<file path="src/rtl/uart_rx_core.sv">
// UART receiver: 2-flop line synchroniser, oversampled mid-bit sampling of start/data/parity/stop,
// and a single-entry holding register presented through RxValid/RxReady.
module uart_rx_core #(
  parameter int SYSCLK_RATE = 100000000,
  parameter int BAUD_RATE   = 9600,
  parameter int OVERSAMPLE  = 16,
  parameter int DATA_BITS   = 8,
  parameter int PARITY_EN   = 1,
  parameter int PARITY_ODD  = 0
) (
  input  logic                 SysClk,
  input  logic                 Rst,
  input  logic                 RxD,
  output logic [DATA_BITS-1:0] RxData,
  output logic                 RxValid,
  input  logic                 RxReady,
  output logic                 ParityErr,
  output logic                 FrameErr,
  output logic                 Overrun,
  output logic                 Busy,
  output logic [2:0]           DbgState
);
  localparam int TICK_DIV = SYSCLK_RATE / (BAUD_RATE * OVERSAMPLE);
  localparam int TICK_W   = (TICK_DIV >= 2) ? $clog2(TICK_DIV) : 1;
  localparam int SAMP_W   = (OVERSAMPLE >= 4) ? $clog2(OVERSAMPLE) : 2;
  localparam int BIT_W    = 4;
  localparam logic ODD_BIT = 1'(PARITY_ODD);

  localparam logic [2:0] S_IDLE   = 3'd0;
  localparam logic [2:0] S_START  = 3'd1;
  localparam logic [2:0] S_DATA   = 3'd2;
  localparam logic [2:0] S_PARITY = 3'd3;
  localparam logic [2:0] S_STOP   = 3'd4;

  if (TICK_DIV < 2) begin : g_bad_div
    $error("uart_rx_core: TICK_DIV must be >= 2");
  end
  if ((OVERSAMPLE % 2) != 0 || OVERSAMPLE < 4) begin : g_bad_os
    $error("uart_rx_core: OVERSAMPLE must be even and >= 4");
  end
  if (DATA_BITS < 5 || DATA_BITS > 9) begin : g_bad_db
    $error("uart_rx_core: DATA_BITS must be in 5..9");
  end

  logic                 sync1_q, rxs_q, rxs_prev_q;
  logic [2:0]           state_q, state_d;
  logic [TICK_W-1:0]    tick_q, tick_d;
  logic [SAMP_W-1:0]    samp_q, samp_d;
  logic [BIT_W-1:0]     bit_q, bit_d;
  logic [DATA_BITS-1:0] shift_q, shift_d;
  logic                 perr_q, perr_d;
  logic                 ferr_q, ferr_d;
  logic                 done_q, done_d;
  logic [DATA_BITS-1:0] data_q;
  logic                 valid_q, perr_out_q, ferr_out_q, ovr_q;
  logic                 tick, fall, mid_start, bit_end, load;

  // Synchroniser and edge history reset high so reset release never looks like a start edge.
  always_ff @(posedge SysClk or posedge Rst) begin
    if (Rst) begin
      sync1_q    <= 1'b1;
      rxs_q      <= 1'b1;
      rxs_prev_q <= 1'b1;
    end else begin
      sync1_q    <= RxD;
      rxs_q      <= sync1_q;
      rxs_prev_q <= rxs_q;
    end
  end

  assign tick      = (tick_q == TICK_W'(TICK_DIV - 1));
  assign fall      = rxs_prev_q && !rxs_q;
  assign mid_start = tick && (samp_q == SAMP_W'(OVERSAMPLE / 2 - 1));
  assign bit_end   = tick && (samp_q == SAMP_W'(OVERSAMPLE - 1));

  always_comb begin
    state_d = state_q;
    tick_d  = tick ? '0 : tick_q + TICK_W'(1);
    samp_d  = tick ? samp_q + SAMP_W'(1) : samp_q;
    bit_d   = bit_q;
    shift_d = shift_q;
    perr_d  = perr_q;
    ferr_d  = ferr_q;
    done_d  = 1'b0;
    case (state_q)
      S_IDLE: begin
        samp_d = samp_q;
        if (fall) begin
          state_d = S_START;
          tick_d  = '0;
          samp_d  = '0;
          bit_d   = '0;
          perr_d  = 1'b0;
        end
      end
      S_START: begin
        if (mid_start) begin
          samp_d  = '0;
          state_d = rxs_q ? S_IDLE : S_DATA;
        end
      end
      S_DATA: begin
        if (bit_end) begin
          samp_d  = '0;
          shift_d = {rxs_q, shift_q[DATA_BITS-1:1]};
          bit_d   = bit_q + BIT_W'(1);
          if (bit_q == BIT_W'(DATA_BITS - 1)) begin
            state_d = (PARITY_EN != 0) ? S_PARITY : S_STOP;
          end
        end
      end
      S_PARITY: begin
        if (bit_end) begin
          samp_d  = '0;
          perr_d  = ((^shift_q) ^ rxs_q) != ODD_BIT;
          state_d = S_STOP;
        end
      end
      S_STOP: begin
        // Back to IDLE at mid stop bit so the next start edge can land in its second half.
        if (bit_end) begin
          samp_d  = '0;
          ferr_d  = !rxs_q;
          done_d  = 1'b1;
          state_d = S_IDLE;
        end
      end
      default: state_d = S_IDLE;
    endcase
  end

  always_ff @(posedge SysClk or posedge Rst) begin
    if (Rst) begin
      state_q <= S_IDLE;
      tick_q  <= '0;
      samp_q  <= '0;
      bit_q   <= '0;
      shift_q <= '0;
      perr_q  <= 1'b0;
      ferr_q  <= 1'b0;
      done_q  <= 1'b0;
    end else begin
      state_q <= state_d;
      tick_q  <= tick_d;
      samp_q  <= samp_d;
      bit_q   <= bit_d;
      shift_q <= shift_d;
      perr_q  <= perr_d;
      ferr_q  <= ferr_d;
      done_q  <= done_d;
    end
  end

  // Handshake: a word transfers on any cycle with RxValid && RxReady. A finished frame loads
  // when the register is empty or being drained that cycle; otherwise it is dropped with Overrun.
  assign load = done_q && (!valid_q || RxReady);

  always_ff @(posedge SysClk or posedge Rst) begin
    if (Rst) begin
      data_q     <= '0;
      valid_q    <= 1'b0;
      perr_out_q <= 1'b0;
      ferr_out_q <= 1'b0;
      ovr_q      <= 1'b0;
    end else begin
      ovr_q <= done_q && valid_q && !RxReady;
      if (load) begin
        valid_q    <= 1'b1;
        data_q     <= shift_q;
        perr_out_q <= perr_q;
        ferr_out_q <= ferr_q;
      end else if (valid_q && RxReady) begin
        valid_q <= 1'b0;
      end
    end
  end

  assign RxData    = data_q;
  assign RxValid   = valid_q;
  assign ParityErr = perr_out_q;
  assign FrameErr  = ferr_out_q;
  assign Overrun   = ovr_q;
  assign Busy      = (state_q != S_IDLE);
  assign DbgState  = state_q;
endmodule

</file>
<file path="config.mk">
export PLATFORM = sky130hd
export DESIGN_NAME = uart_rx_core
export DESIGN_NICKNAME = d
export VERILOG_FILES = /design/src/rtl/uart_rx_core.sv
export SDC_FILE = /design/constraint.sdc
export NUM_CORES = 1
export LEC_CHECK = 0
export ABC_AREA = 1
export CORE_MARGIN = 8
export CORE_UTILIZATION = 57
export DETAILED_ROUTE_END_ITERATION = 8
export PLACE_DENSITY = 0.88
export SLEW_MARGIN = 25
export SYNTH_ARGS = -nofsm -noshare
export SYNTH_HDL_FRONTEND = slang
export SYNTH_SLANG_ARGS = --single-unit
</file>
<file path="constraint.sdc">
create_clock -name SysClk -period 2.15 [get_ports SysClk]
set_input_delay 0.43 -clock SysClk [delete_from_list [all_inputs] [get_ports SysClk]]
set_output_delay 0.43 -clock SysClk [all_outputs]
set_load 0.005 [all_outputs]
</file>
==> results.md, run 1 <==
- Register share of total power: 45.9%
- Layout fillers: 331
- Post-synthesis cell type count: 31
- Slew Limit Headroom: slightly below 70%
- Met1 Usage GRT: 18.47%
- Leading area contributor after synthesis: dfrtp_1
- Sw Pwr: 0.8367 mW
- TritonCTS buffer count: 5
- Warnings, synthesis: 0
- Port Buffers: 19
- Area contributors post-synth: dfrtp_1 (46%), nand2_1 (9.8%), inv_1 (4.7%), nor2_1 (3.9%), dfstp_2 (3.3%)
- Layout cells sized above 1: between 10% and 20%
- Setup TNS: 0 ns
- Row count: 23
- Crit start category: flip-flop
- Avg Cell Area, Syn: roughly 8.8 sq um
- Unrepaired setup endpoints after global routing: no
- Top_reg_cell synth: dfrtp_1
- Endpoints failing setup: 0
- Worst Path Required: 1.72 ns
- Total Routed Length: 4706 um
- Core area: 4029 sq um
- Leak Pwr: 1.303 nW
- Peak Freq: between 400 and 500 MHz
- CP endpoint kind: primary output
- Status: finished clean
- First-pass GRT wire length: 8066 um
- Clk slew on worst S/H paths: about 0.090 ns
- Asr flop ratio synth: 100.0%
- Initial antenna violation count: 0
- # diodes: 0
- I/O Pins: 20
- Nets: just over 300
- Post-CTS sizing: 0
- Crit-path max cell delay: 0.45 ns
- Commonest cells after routing, fill and taps aside: nand2_1 (63), dfrtp_1 (44), inv_1 (29), nor2_1 (25), clkdlybuf4s50_1 (19)
- CTS Sinks: 47
- Remaining antenna violation count: 0
- Sequential-to-total area share from yosys stat: about half
- Initial Utilization: 59.97%
- Root Buffer: clkbuf_8
- CP delay by family, top: buffers and inverters
- Cell count after synthesis: 276
- Skew-Pair Late Insertion Delay: about 0.30 ns
- DRC violations left: 0
- Slowest CP cell: clkdlybuf4s50_1
- Crit path buf inv count: 3
- Hold crit path type: reg2reg
- Gr usage total: 15.55%
- CTS max path bufs: 2
- Die height: 81.11 um
- Pins Over Slew Limit: 0
- Min Tclk post-route: between 2 and 2.5 ns
- TritonCTS clock tree: built
- Fin. Hold Viols: 0
- Met3 Track Usage GR: 3.974%
- Iteration-0 DRC Markers: 122
- H-tree levels: 2
- P per Cell Area: 844.2 nW/um^2
- Setup Buffers After CTS: 0
- Setup CP Type: reg2out
- Pin count of the biggest net entering global routing: 48
- Synth Register Bits: 47
- GPL Wtd Cong: 0.8718
- Sw Ratio: a little over a third
- EDFF count, synth: 0
- Most crowded layer after global routing: met2
- Crit-path max FO: 4
- Max-cap violation count: 0
- Syn-to-layout area delta: 14.40%
- Maximum VDD drop: 0.6299 mV
- Crit path DAT: about 1.6 ns
- Hold_buf cts: 0
- Total number of vias: 1880
- Clk pwr share: 24.2%
- Via density: 5.341
- Wire per inst: 13.37 um
- DRT Pass-1 Iters: 4
- Placed cells: approximately 340
- Internal: 1.497 mW
- Syn_nets: between 200 and 300
- Worst-Margin Slew: about 0.47 ns
- Synthesized area: between 2000 and 2500 sq um
- Post-synth top area share: 45.57%
- Finished Layout Cells: 352
- Grt ovf: 0
- Critical path cell sequence: inv_1 -> nand2_2 -> nor2_2 -> inv_1 -> clkdlybuf4s50_1
- GR Layer Usage met2: 25.90%
- Chip width: between 80 and 90 um
- CP most frequent cell: inv_1
- Period utilization: 94.27%
- Most common cell after layout, fill and taps aside: nand2_1
- Detailed placement HPWL: roughly 3500 um
- Combinational Power Share: between 20 and 30%
- Vias in the first global route: roughly 1.9k
- Worst Skew: 0.008426 ns
- Full die area: 6578 sq um
worst reg2reg max path: cells and delay by family (launching register included):
kind,cells,cell delay (ns)
AOI/OAI and AO/OA,1,0.06
adders and majority gates,1,0.18
buffers and inverters,1,0.07
DFF,1,0.41
and+or+nand+nor,6,0.93
through the flow:
| stage | instance area [sq um] | hold slack (ns) | util (%) | power (mW) | setup WS (ns) |
|---|---|---|---|---|---|
| after CTS | 2764 | 0.3626 | 68.60 | 2.349 | 0.1055 |
| after global routing | 2764 | 0.3688 | 68.60 | 2.488 | 0.001291 |
| final | 2764 | 0.3609 | 68.60 | 2.333 | 0.1233 |
| after detailed placement | 2665 | 0.3498 | 66.15 | 1.788 | 0.2797 |
| after floorplan | 2416 | 0.3452 | - | 1.581 | 0.6089 |
| after global placement | 2665 | 0.3458 | 66.15 | 1.763 | 0.3477 |
kinds of logic (layout without fill, tap and decap cells):
| logic type | after synthesis | in the layout | share of synthesized area (%) |
|---|---|---|---|
| buf+inv | 38 | 64 | 6.577 |
| xor+xnor | 10 | 10 | 3.625 |
| simple gates | 142 | 142 | 29.31 |
| mux | 4 | 4 | 1.864 |
| fa+ha+maj | 4 | 4 | 2.072 |
| compound gates | 31 | 31 | 7.716 |
| flops | 47 | 47 | 48.84 |
power by group through the flow:
stage               Combinational, mW  Clock, mW  Sequential [mW]
finish                          0.697      0.564             1.07
global placement                0.677          0             1.09
detailed placement              0.700          0             1.09
floorplan                       0.511          0             1.07
CTS                             0.705      0.572             1.07
global route                    0.788      0.612             1.09
path summary, 6_finish.rpt:
path	start	end	slack, ns	depth (start not counted)
min in group asynchronous	Rst	Overrun	0.48	3
worst max register to register	tick_q[0]	bit_q[0]	0.39	9
worst min-delay path	sync1_q	rxs_q	0.36	0
worst min register to register	sync1_q	rxs_q	0.36	0
worst max-delay path	DbgState[2]	Busy	0.12	5
max in group asynchronous	Rst	sync1_q	1.40	3
registers in the layout, indices dropped and copies added (netlist names):
signal / flops
shift_q: 8
sync1_q: 1
Overrun: 1
RxData: 8
done_q: 1
tick_q: 10
FrameErr: 1
ferr_q: 1
RxValid: 1
samp_q: 4
rxs_q: 1
rxs_prev_q: 1
DbgState: 3
ParityErr: 1
perr_q: 1
bit_q: 4
synth_stat cells (2+ instances only):
master and n:
a21oi_1 2, dfrtp_1 44, dfstp_2 3, ha_1 4
inv_1 30, inv_2 6, mux2_2 4, nand2_1 63
nand2_2 10, nand3_1 11, nand4_1 7, nor2_1 25
nor2_2 6, nor2_4 3, nor3_1 7, nor3_2 2
nor3b_1 3, o21ai_0 15, o21ai_1 7, o21ai_2 5
xnor2_1 4, xor2_1 6
layer usage:
metal | share of wire, % | wire (um) | vias to the layer above
met5 | 0 | 0 | -
met4 | 1.8 | 85 | 0
met3 | 5.9 | 278 | 6
met2 | 49 | 2303 | 54
met1 | 43 | 2039 | 889
li1 | - | - | 931
layout make-up:
class	instances	area [sq um]	share of cell area, %
sequential	47	1180	42.69
multi-input combinational	191	1077	38.98
timing repair buffer	20	210.2	7.605
inverter	36	135.1	4.889
clock buffer	6	82.58	2.988
tap	50	62.56	2.263
clock inverter	2	16.27	0.5885
Note: power is estimated with default switching activity, not from simulation.
==> inputs of run 2 (changes only) <==
--- a/config.mk
+++ b/config.mk
@@ -6,9 +6,11 @@
 export NUM_CORES = 1
 export LEC_CHECK = 0
 export ABC_AREA = 1
+export ABC_CLOCK_PERIOD_IN_PS = 2150
 export CORE_MARGIN = 8
 export CORE_UTILIZATION = 57
 export DETAILED_ROUTE_END_ITERATION = 8
+export MAX_ROUTING_LAYER = met4
 export PLACE_DENSITY = 0.88
 export SLEW_MARGIN = 25
 export SYNTH_ARGS = -nofsm -noshare
==> run 2 against run 1 <==
  * Clock power about the same
  * Clock skew down 0.00066 ns
  * Critical path depth did not move
  * Critical path type unchanged
  * Via count is 0.37% lower
  * Die area is the same
  * Non-clock buffer count stayed put
==> results.md, run 2 (synthesis gave the netlist of run 1 again) <==
- # diodes: 0 (unchanged)
- Crit path DAT: 1.60 ns (about the same)
- Initial Utilization: 59.97% (unchanged)
- Wire per inst: 13.38 um (about the same)
- Core area: 4029 sq um (unchanged)
- Status: finished clean
- Hold crit path type: reg2reg
- Fin. Hold Viols: 0 (unchanged)
- Layout fillers: 331 (unchanged)
- Crit-path max FO: 4 (unchanged)
- TritonCTS clock tree: built
- DRT Pass-1 Iters: 4 (unchanged)
- Maximum VDD drop: 0.6287 mV (-0.18%)
- Register-to-register path setup slack: 0.39 ns (about the same)
- Unrepaired setup endpoints after global routing: no
- CTS Sinks: 47 (unchanged)
- H-tree levels: 2 (unchanged)
- Iteration-0 DRC Markers: 124 (+1.6%)
- First-pass GRT wire length: 8059 um (about the same)
- Total number of vias: 1873 (-0.37%)
- Combinational Power Share: 29.9% (about the same)
- Syn-to-layout area delta: 14.40% (unchanged)
- Commonest cells after routing, fill and taps aside: nand2_1 (63), dfrtp_1 (44), inv_1 (29), nor2_1 (25), clkdlybuf4s50_1 (19)
- Grt ovf: 0 (unchanged)
- Clk slew on worst S/H paths: 0.09 ns (about the same)
- CP most frequent cell: inv_1
- P per Cell Area: 843.2 nW/um^2 (-0.12%)
- Skew-Pair Late Insertion Delay: 0.30 ns (about the same)
- FF-to-FF End: bit_q[0]
- Largest register by flop count: tick_q
- Hold_buf cts: 0 (unchanged)
- Sw Pwr: 0.8338 mW (-0.34%)
- Crit start category: flip-flop
- Sw Ratio: 35.78% (-0.077 points)
- Gr usage total: 16.03% (+0.48 points)
- Endpoints failing setup: 0 (unchanged)
- CP endpoint kind: primary output
- Remaining antenna violation count: 0 (unchanged)
- TritonCTS buffer count: 5 (unchanged)
- I/O Pins: 20 (unchanged)
- Port Buffers: 19 (unchanged)
- Row count: 23 (unchanged)
- Clk pwr share: 24.1% (about the same)
- Setup CP Type: reg2out
- Worst Hold Launch: sync1_q
- Slowest CP cell: clkdlybuf4s50_1
- Layout cells sized above 1: 17.55% (unchanged)
- Internal: 1.497 mW (about the same)
- Peak Freq: 493.5 MHz (about the same)
- DRC violations left: 0 (unchanged)
- Slew Limit Headroom: 68.69% (+0.16 points)
- Worst-Margin Slew: 0.4685 ns (-0.002453 ns)
- Hold endpoint: rxs_q
- Via density: 5.321 (-0.37%)
- Total Routed Length: 4708 um (about the same)
- Register share of total power: 46.0% (about the same)
- Post-CTS sizing: 0 (unchanged)
- CTS max path bufs: 2 (unchanged)
- Vias in the first global route: 1870 (+0.054%)
- Setup TNS: 0 ns (unchanged)
- Critical path cell sequence: inv_1 -> nand2_2 -> nor2_2 -> inv_1 -> clkdlybuf4s50_1
- WHS Path Cells: 0 (unchanged)
- Reg2reg path depth: 9 (unchanged)
- Period utilization: 94.25% (about the same)
- Worst Path Required: 1.72 ns (about the same)
- Die height: 81.11 um (unchanged)
- CP delay by family, top: buffers and inverters
- GPL Wtd Cong: 0.8860 (+1.6%)
- Max-cap violation count: 0 (unchanged)
- Setup Buffers After CTS: 0 (unchanged)
- Pin count of the biggest net entering global routing: 48 (unchanged)
- Leak Pwr: 1.303 nW (unchanged)
- Worst Hold Slack: 0.3609 ns (-0.000005000 ns)
- Crit-path max cell delay: 0.45 ns (about the same)
- Worst Skew: 0.007769 ns (-0.0006564 ns)
- Crit path buf inv count: 3 (unchanged)
- Most common cell after layout, fill and taps aside: nand2_1
- Initial antenna violation count: 0 (unchanged)
- Pins Over Slew Limit: 0 (unchanged)
- Root Buffer: clkbuf_8
- Detailed placement HPWL: 3518 um (unchanged)
- Min Tclk post-route: 2.026 ns (-0.0002820 ns)
- Nets: 309 (unchanged)
- Full die area: 6578 sq um (unchanged)
- Worst R2R Start: tick_q[0]
- Max reg flops: 10 (unchanged)
- Chip width: 81.11 um (unchanged)
-- run 2: cell counts in the layout (fill, tap and decap cells not counted) --
Identical to the previous run, type by type.
-- run 2: per-stage QoR --
stage | total power, mW | util (%) | area [sq um] | worst slack (ns) | instances
3_3_place_gp | 1.763 | 66.15 | 2665 | 0.3477 | 344
3_5_place_dp | 1.788 | 66.15 | 2665 | 0.2797 | 344
2_1_floorplan | 1.581 | - | 2416 | 0.6089 | 276
6_report | 2.330 | 68.60 | 2764 | 0.1236 | 352
4_1_cts | 2.349 | 68.60 | 2764 | 0.1055 | 352
5_1_grt | 2.488 | 68.60 | 2764 | 0.001300 | 352
-- run 2: per-layer routing --
metal  GRT usage [%]  up-vias  share of wire (%)
li1                -      930                  -
met1           18.67      888                 44
met2           25.90       49                 49
met3           3.642        6                5.1
met4           7.143        0                1.6
met5               -        -                  0
-- run 2: area by class of cell --
| type | count | area, sq um | share of cell area, % |
|---|---|---|---|
| flip-flops and latches | 47 | 1180 | 42.69 |
| well taps | 50 | 62.56 | 2.263 |
| clock buffers | 6 | 82.58 | 2.988 |
| clock inverters | 2 | 16.27 | 0.5885 |
| multi-input cells | 191 | 1077 | 38.98 |
| repair buffers | 20 | 210.2 | 7.605 |
| inverters | 36 | 135.1 | 4.889 |
-- run 2: how the worst max path moves through the flow --
stage	end	cells after the start	startpoint	slack, ns
after floorplan	DbgState[0]	1	Rst	0.61
after detailed placement	ParityErr	5	RxReady	0.28
after CTS	Busy	5	DbgState[2]	0.11
after global routing	Busy	5	DbgState[2]	0.001
final	Busy	5	DbgState[2]	0.12
after global placement	RxData[0]	5	RxReady	0.35
-- run 2: power by group through the flow --
| stage | Sequential [mW] | Clock (mW) | Combinational (mW) |
|---|---|---|---|
| after floorplan | 1.07 | 0 | 0.511 |
| after global placement | 1.09 | 0 | 0.677 |
| after detailed placement | 1.09 | 0 | 0.700 |
| after CTS | 1.07 | 0.572 | 0.705 |
| after global routing | 1.09 | 0.612 | 0.787 |
| final | 1.07 | 0.562 | 0.697 |
==> inputs of run 3 (changes only) <==
--- a/config.mk
+++ b/config.mk
@@ -7,7 +7,6 @@
 export LEC_CHECK = 0
 export ABC_AREA = 1
 export ABC_CLOCK_PERIOD_IN_PS = 2150
-export CORE_MARGIN = 8
 export CORE_UTILIZATION = 57
 export DETAILED_ROUTE_END_ITERATION = 8
 export MAX_ROUTING_LAYER = met4
==> run 3 against run 2 <==
  * Clock skew up 0.0017 ns
  * Register-to-register slack worse by 0.05 ns
  * Setup slack worse by 0.024 ns
  * Core utilization up 0.47 points
  * Via count down 2.0%
  * Non-clock buffer count up 1
  * Wire length down 3.7%
  * Total power up 3.5%
  * Largest power group unchanged
==> results.md, run 3 (synthesis gave the netlist of run 1 again) <==
- Detailed placement HPWL: 3352 um (-4.7%)
- CP delay by family, top: buffers and inverters
- Maximum VDD drop: 0.7066 mV (+12%)
- Post-CTS sizing: 0 (unchanged)
- Worst-Margin Slew: 0.4003 ns (-0.06821 ns)
- Unrepaired setup endpoints after global routing: no
- Commonest cells after routing, fill and taps aside: nand2_1 (63), dfrtp_1 (44), inv_1 (29), nor2_1 (25), clkdlybuf4s50_1 (19)
- Wire per inst: 12.84 um (-4.0%)
- Slowest CP cell: clkdlybuf4s50_1
- DRT Pass-1 Iters: 4 (unchanged)
- Setup TNS: 0 ns (unchanged)
- I/O Pins: 20 (unchanged)
- Root Buffer: clkbuf_8
- Peak Freq: 487.6 MHz (-1.2%)
- Setup CP Type: reg2out
- Pins Over Slew Limit: 0 (unchanged)
- H-tree levels: 2 (unchanged)
- Status: finished clean
- Vias in the first global route: 1706 (-8.8%)
- Setup Buffers After CTS: 0 (unchanged)
- Min Tclk post-route: 2.051 ns (+0.02449 ns)
- Final design utilization: 69.07% (+0.47 points)
- Max-cap violation count: 0 (unchanged)
- Nets: 310 (+0.32%)
- CP most frequent cell: inv_1
- Pin count of the biggest net entering global routing: 48 (unchanged)
- Endpoints failing setup: 0 (unchanged)
- Remaining antenna violation count: 0 (unchanged)
- Die height: 67.11 um (-17%)
- Worst Skew: 0.009477 ns (+0.001708 ns)
- CP endpoint kind: primary output
- Initial Utilization: 59.97% (unchanged)
- Post-DP Area: 2673 sq um (+0.28%)
- Leak Pwr: 1.311 nW (+0.63%)
- Most common cell after layout, fill and taps aside: nand2_1
- DRC violations left: 0 (unchanged)
- Crit path DAT: 1.62 ns (+0.02 ns)
- Critical path cell sequence: inv_1 -> nand2_2 -> nor2_2 -> inv_1 -> clkdlybuf4s50_1
- CTS Sinks: 47 (unchanged)
- Max reg flops: 10 (unchanged)
- Post-Layout Inst Area: 2783 sq um (+0.68%)
- Gr usage total: 23.75% (+7.7 points)
- Fin. Hold Viols: 0 (unchanged)
- Chip width: 67.11 um (-17%)
- Crit-path max FO: 4 (unchanged)
- First-pass GRT wire length: 7603 um (-5.7%)
- Crit-path max cell delay: 0.44 ns (about the same)
- Skew-Pair Late Insertion Delay: 0.31 ns (about the same)
- Total number of vias: 1836 (-2.0%)
- Grt ovf: 0 (unchanged)
- Layout cells sized above 1: 17.49% (-0.058 points)
- Hold crit path type: reg2reg
- Period utilization: 95.39% (+1.1 points)
- Core area: 4029 sq um (unchanged)
- Via density: 5.201 (-2.3%)
- GPL Wtd Cong: 0.8261 (-6.8%)
- Iteration-0 DRC Markers: 170 (+37%)
- TritonCTS clock tree: built
- Worst Path Required: 1.72 ns (about the same)
- Design Power: 2.413 mW (+3.5%)
- Port Buffers: 19 (unchanged)
- Row count: 23 (unchanged)
- Syn-to-layout area delta: 15.17%
- P per Cell Area: 867.1 nW/um^2 (+2.8%)
- # diodes: 0 (unchanged)
- CTS max path bufs: 2 (unchanged)
- Worst Hold Slack: 0.3592 ns (-0.001712 ns)
- Crit path buf inv count: 3 (unchanged)
- Largest register by flop count: tick_q
- Clk slew on worst S/H paths: 0.08 ns (about the same)
- TritonCTS buffer count: 5 (unchanged)
- Total Routed Length: 4534 um (-3.7%)
- Hold_buf cts: 0 (unchanged)
- Initial antenna violation count: 0 (unchanged)
- Slew Limit Headroom: 73.11% (+4.4 points)
- Crit start category: flip-flop
- Full die area: 4503 sq um (-32%)
==> run 3: changes by cell type in the layout (fill, tap and decap cells not counted) <==
cell,previous run,this run
buf_4,0,1
clkinv_4,1,0
clkbuf_1,0,1
clkbuf_8,6,5
bufinv_16,0,1
==> run 3: power breakdown <==
| part | internal, mW | leakage [nW] | switching, mW |
|---|---|---|---|
| clock network | 0.347 | 0.0514 | 0.295 |
| registers | 0.970 | 0.634 | 0.104 |
| logic | 0.264 | 0.625 | 0.433 |
| total | 1.58 | 1.31 | 0.832 |
==> run 3: path summary, 6_finish.rpt <==
path | startpoint | endpoint | slack (ns) | cells after the start
hold reg to reg | sync1_q | rxs_q | 0.36 | 0
min in group asynchronous | Rst | ParityErr | 0.48 | 3
hold / removal | sync1_q | rxs_q | 0.36 | 0
max in group asynchronous | Rst | rxs_q | 1.40 | 3
setup / recovery | DbgState[2] | Busy | 0.1 | 5
setup reg to reg | tick_q[0] | bit_q[3] | 0.34 | 9
==> run 3: final cells by class <==
| cell class | instances | area (sq um) |
|---|---|---|
| multi-input combinational | 191 | 1077 |
| fill | 331 | 1246 |
| timing repair buffer | 21 | 217.7 |
| tap | 50 | 62.56 |
| clock inverter | 2 | 37.54 |
| inverter | 36 | 135.1 |
| clock buffer | 6 | 72.57 |
| sequential | 47 | 1180 |
==> run 3: through the flow <==
| step | cells | worst slack, ns |
|---|---|---|
| 3_3_place_gp | 345 | 0.4417 |
| 2_1_floorplan | 276 | 0.6089 |
| 3_5_place_dp | 345 | 0.3514 |
| 6_report | 353 | 0.09907 |
| 5_1_grt | 353 | 0.02987 |
| 4_1_cts | 353 | 0.09673 |
==> run 3: per-layer routing <==
metal,vias up,track usage (%),share of wire [%]
met2,30,36.25,48
met4,0,6.915,1.1
li1,931,-,-
met3,5,7.192,3.1
met5,-,-,0
met1,870,30.33,47
